==> config.mk <==
export PLATFORM = sky130hd
export DESIGN_NAME = hazard_fwd_ctrl
export DESIGN_NICKNAME = d
export VERILOG_FILES = /design/src/rtl/hazard_fwd_ctrl.sv
export SDC_FILE = /design/constraint.sdc
export NUM_CORES = 1
export LEC_CHECK = 0
export ABC_AREA = 1
export CORE_ASPECT_RATIO = 1.25
export CORE_MARGIN = 5
export CORE_UTILIZATION = 52
export CTS_BUF_LIST = sky130_fd_sc_hd__clkbuf_4 sky130_fd_sc_hd__clkbuf_8
export DETAILED_ROUTE_END_ITERATION = 8
export HOLD_SLACK_MARGIN = 0.1
export PLACE_DENSITY = 0.83
export SLEW_MARGIN = 20
export SYNTH_ARGS = -nofsm -noshare
export SYNTH_HDL_FRONTEND = slang
export SYNTH_SLANG_ARGS = --single-unit
==> constraint.sdc <==
create_clock -name clk -period 1.9 [get_ports clk]
set_input_delay 0.285 -clock clk [delete_from_list [all_inputs] [get_ports clk]]
set_output_delay 0.285 -clock clk [all_outputs]
set_load 0.02 [all_outputs]
==> src/rtl/hazard_fwd_ctrl.sv <==
// Hazard/forwarding controller for the 5-stage core: tracks the EX/MEM producers,
// registers per-operand forward words, raises load-use stall and redirect squash.
module hazard_fwd_ctrl #(
  parameter int CNT_W = 16
) (
  input  logic             clk,
  input  logic             rst,
  input  logic             freeze,
  input  logic             id_valid,
  input  logic [2:0]       id_rs,
  input  logic             id_rs_used,
  input  logic [2:0]       id_rt,
  input  logic             id_rt_used,
  input  logic             id_is_store,
  input  logic             id_wr_en,
  input  logic [2:0]       id_wr_reg,
  input  logic [1:0]       id_wb_src,
  input  logic             ex_redirect,
  output logic [4:0]       fwCntrlA,
  output logic [4:0]       fwCntrlB,
  output logic             stall,
  output logic             bubble,
  output logic [CNT_W-1:0] stall_cnt,
  output logic [CNT_W-1:0] flush_cnt
);
  localparam int NUM_OPS = 2;
  localparam logic [1:0] WB_MEM = 2'b01;

  typedef struct packed {
    logic       valid;
    logic       wr_en;
    logic [2:0] rd;
    logic [1:0] wb_src;
  } slot_t;

  slot_t ex_slot, mem_slot, id_entry;

  logic [NUM_OPS-1:0]      op_used;
  logic [NUM_OPS-1:0][2:0] op_reg;
  logic [NUM_OPS-1:0][3:0] fw;
  logic [NUM_OPS-1:0]      load_hit;

  assign op_used = {id_rt_used, id_rs_used};
  assign op_reg  = {id_rt, id_rs};

  // Operand 0 is rs (word A), operand 1 is rt (word B / store data).
  for (genvar i = 0; i < NUM_OPS; i++) begin : g_op
    logic hit_ex, hit_mem;
    assign hit_ex  = op_used[i] && ex_slot.valid && ex_slot.wr_en && (ex_slot.rd == op_reg[i]);
    assign hit_mem = op_used[i] && mem_slot.valid && mem_slot.wr_en && (mem_slot.rd == op_reg[i]);
    assign load_hit[i] = hit_ex && (ex_slot.wb_src == WB_MEM);
    always_comb begin
      fw[i] = 4'b0000;
      if (hit_ex)       fw[i] = {2'b10, ex_slot.wb_src};
      else if (hit_mem) fw[i] = {2'b11, mem_slot.wb_src};
    end
  end

  // Redirect wins over load-use: the consumer is squashed anyway.
  assign stall = id_valid && !ex_redirect && (|load_hit);

  always_comb begin
    id_entry        = '0;
    id_entry.valid  = id_valid && !stall && !ex_redirect;
    id_entry.wr_en  = id_wr_en;
    id_entry.rd     = id_wr_reg;
    id_entry.wb_src = id_wb_src;
  end

  always_ff @(posedge clk) begin
    if (!rst) begin
      ex_slot   <= '0;
      mem_slot  <= '0;
      fwCntrlA  <= '0;
      fwCntrlB  <= '0;
      bubble    <= 1'b0;
      stall_cnt <= '0;
      flush_cnt <= '0;
    end else if (!freeze) begin
      mem_slot <= ex_slot;
      ex_slot  <= id_entry;
      fwCntrlA <= id_entry.valid ? {1'b0, fw[0]} : 5'b00000;
      fwCntrlB <= id_entry.valid ? {id_is_store, fw[1]} : 5'b00000;
      bubble   <= stall || ex_redirect;
      if (stall && (stall_cnt != '1))
        stall_cnt <= stall_cnt + CNT_W'(1);
      if (ex_redirect && (flush_cnt != '1))
        flush_cnt <= flush_cnt + CNT_W'(1);
    end
  end

endmodule

==> summary.txt <==
Global routing
  • Vias in the first global route: 2889
  • First-pass GRT wire length: 12360 µm
  • Grt total ovfl: 0
  • Initial antenna violation count: 0
  • Largest net degree at the start of global routing: 35
  • Gr usage total: between 10% and 20%

Drt
  • Antenna-violating nets left: 0
  • Number of detailed-route iterations in the first pass: 5
  • DR vias: 3160
  • Drt wl/cell: 11.99 µm
  • DRC viols: 0
  • Final wirelength: between 7000 and 8000 µm
  • DR iter-0 viols: 136
  • Vias per inst: 5.189

CTS
  • Htree depth: 2
  • CTS tree: done
  • Root Buffer: clkbuf_8
  • CTS clk-pin slew, worst paths: 90 ps
  • Clock sinks: 56
  • Hold-fix buffers at CTS: 0
  • CTS buffer count: 5
  • Clk_lat worst skew: 310 ps
  • CTS Buffer Depth: 2

Yosys
  • Seq/Total Area, Yosys: 37.21%
  • Async SR Flop Fraction: 0%
  • Post-synth top area cell: dfxtp_1
  • Count of flip-flops with a built-in enable after synthesis: 0
  • Ranking of synthesized cells by area: dfxtp_1 (37%), nand2_1 (15%), nor2_1 (8.1%)
  • Area share of the largest cell type after synthesis: ~37%
  • Avg Cell Area, Syn: 6.438 µm²
  • Seq cells post-synth: 56
  • Post-Syn Area: 0.003013 mm²
  • Most frequent cell after synthesis: nand2_1
  • Synth Flop Type: dfxtp_1
  • Syn. warnings: 0
  • Post-synthesis cell count: 468
  • Syn_nets: just under 500
  • Most frequent cells after synthesis: nand2_1 (121), nor2_1 (65), inv_1 (63)
  • Yosys cell types: 31

Power and ir drop
  • Net Switching: 0.0005259 W
  • P per Cell Area: 545.5 mW/mm²
  • Pint: 0.001612 W
  • Clk pwr share: between 30% and 40%
  • Combinational share of power: 10.6%
  • Leakage: 1.600 nW
  • Max VDD drop: ~460 µV
  • Reg power frac: 57.0%
  • Sw frac: ~25%

Cells and area
  • Fin util: 68.73%
  • Area Overhead vs Synth: 30.07%
  • Layout cell share with drive strength beyond 1: 10.13%
  • Final nets: 564
  • Design Area, Final: 0.003919 mm²
  • Layout fillers: 523
  • Antenna cells: 0

Place
  • Number of buffer cells added on primary ports: 62
  • DP Area: 0.003781 mm²
  • Pre-CTS WS: -517.7 ps
  • GP Congestion: 0.8374
  • Dpl hpwl: 5522 µm

Floorplan
  • Die Wd: 78.08 µm
  • Initial Util: 52.84%
  • Row cnt: 31
  • Die Area: around 0.0074 mm²
  • Die extent in y: 95.11 µm
  • Core region area: 0.005702 mm²
  • Count of boundary I/O pins: 64

Critical path
  • Most common cell on crit path: nand2_1
  • Slowest stage delay, CP: 490 ps
  • CP startpoint kind: primary input
  • Critical-path top delay cell: clkdlybuf4s50_1
  • Worst setup path class: primary input to output pin
  • CP arrival: 1550 ps
  • CP cell instances: clkdlybuf4s50_1 -> inv_1 -> nand2_1 -> nand2_1 -> nor2_2 -> nand3_1 -> nand2_2 -> inv_2 -> nor2_4 -> buf_6
  • CP Max Fanout: 3
  • Crit end category: output pin
  • Critical path data required time: 1620 ps

STA
  • Setup TNS Final: 0 ps
  • Tcrit/Tclk final: 96.43%
  • Max frequency: between 500 and 600 MHz
  • Final worst path period need: 1832 ps
  • Clock Skew: 9.225 ps
  • Pins Over Slew Limit: 0
  • Slew headroom: 55.08%
  • Least-Margin Pin Slew: 673.0 ps
  • Final worst setup slack: 67.85 ps
  • Fin. Hold Viols: 0
  • Final setup violation count: 0

Min path
  • Min-Delay Path Class: register to register

Outcome
  • Status: finished clean

Job
  • Max cap viols: 0
-- cell usage in the layout, fill, tap and decap left out, drive strengths merged --
cell,instances
xnor2,3
a21boi,1
conb,1
inv,68
o21ai,25
nand4,24
ha,2
clkbuf,7
clkinvlp,1
nand2,125
dfxtp,56
buf,21
xor2,2
clkdlybuf4s50,57
dlymetal6s2s,4
a31oi,1
nor2,68
nand3,24
a21oi,37
o21bai,7
nor3,9
-- layout make-up --
cell class                      count  area [µm²]  area share, %
Timing Repair Buffer               82       782.0          19.96
Inverter                           68       257.7          6.577
Clock inverter                      1       7.507         0.1916
Tap cell                           66       82.58          2.107
Clock buffer                        7       90.09          2.299
Multi-Input combinational cell    329        1574          40.17
Sequential cell                    56        1125          28.70
-- layer usage --
metal  track usage, %  up-vias  wire [µm]
met5                0        -          0
met4            5.352        0         62
met3            4.253        7        393
met2            35.77       90       3719
met1            23.50     1423       3124
li1                 -     1640          -
-- power by group through the flow --
stage          logic (W)  registers (W)  clock network (W)
2_1_floorplan   0.000122        0.00125                  0
3_3_place_gp    0.000218        0.00124                  0
3_5_place_dp    0.000225        0.00124                  0
4_1_cts         0.000226        0.00122           0.000711
5_1_grt         0.000253        0.00122           0.000761
6_report        0.000227        0.00122           0.000693
-- worst paths after layout --
check / start / endpoint / slack [ps] / depth (start not counted)
worst max-delay path: id_rt[0] / stall / 70 / 10
worst min-delay path: fwCntrlA[1]$_SDFFE_PN0N_ / fwCntrlA[1]$_SDFFE_PN0N_ / 470 / 2
worst max register to register: flush_cnt[1]$_SDFFE_PN0P_ / flush_cnt[3]$_SDFFE_PN0P_ / 220 / 11
worst min register to register: fwCntrlA[1]$_SDFFE_PN0N_ / fwCntrlA[1]$_SDFFE_PN0N_ / 470 / 2
-- through the flow --
| step | instances | power [W] | hold WS [ps] |
|---|---|---|---|
| after floorplan | 468 | 0.001367 | 423.4 |
| after global placement | 600 | 0.001460 | 458.7 |
| after detailed placement | 600 | 0.001468 | 456.5 |
| after CTS | 608 | 0.002153 | 470.1 |
| after global routing | 609 | 0.002236 | 501.3 |
| final | 609 | 0.002138 | 465.6 |
-- critical path: cells and delay by family --
family | cells | cell delay (ps)
buffers and inverters | 4 | 730
and+or+nand+nor | 6 | 520
-- registers in the layout, indices dropped and copies added, names as in the netlist --
register / count
flush_cnt: 16
stall_cnt: 16
ex_slot: 7
mem_slot: 7
fwCntrlB: 5
fwCntrlA: 4
bubble: 1
-- cell families (layout without fill, tap and decap cells) --
group	count (synthesis)	in the layout	share of synthesized area, %
buffers and inverters	83	158	11.13
adders and majority gates	2	2	0.8304
AOI/OAI and AO/OA	71	71	12.87
DFF	56	56	37.21
xor gates and xnor gates	5	5	1.454
other	1	1	0.1245
and+or+nand+nor	250	250	36.38
-- repair_timing --
item / in CTS / in global routing
resized for setup: 8 / 12
setup buffers: 0 / 1
setup endpoints to repair: 1 / 2
pin swaps: 0 / 2
endpoints found under the hold margin: 0 / 0
(Power assumes the default switching activity.)
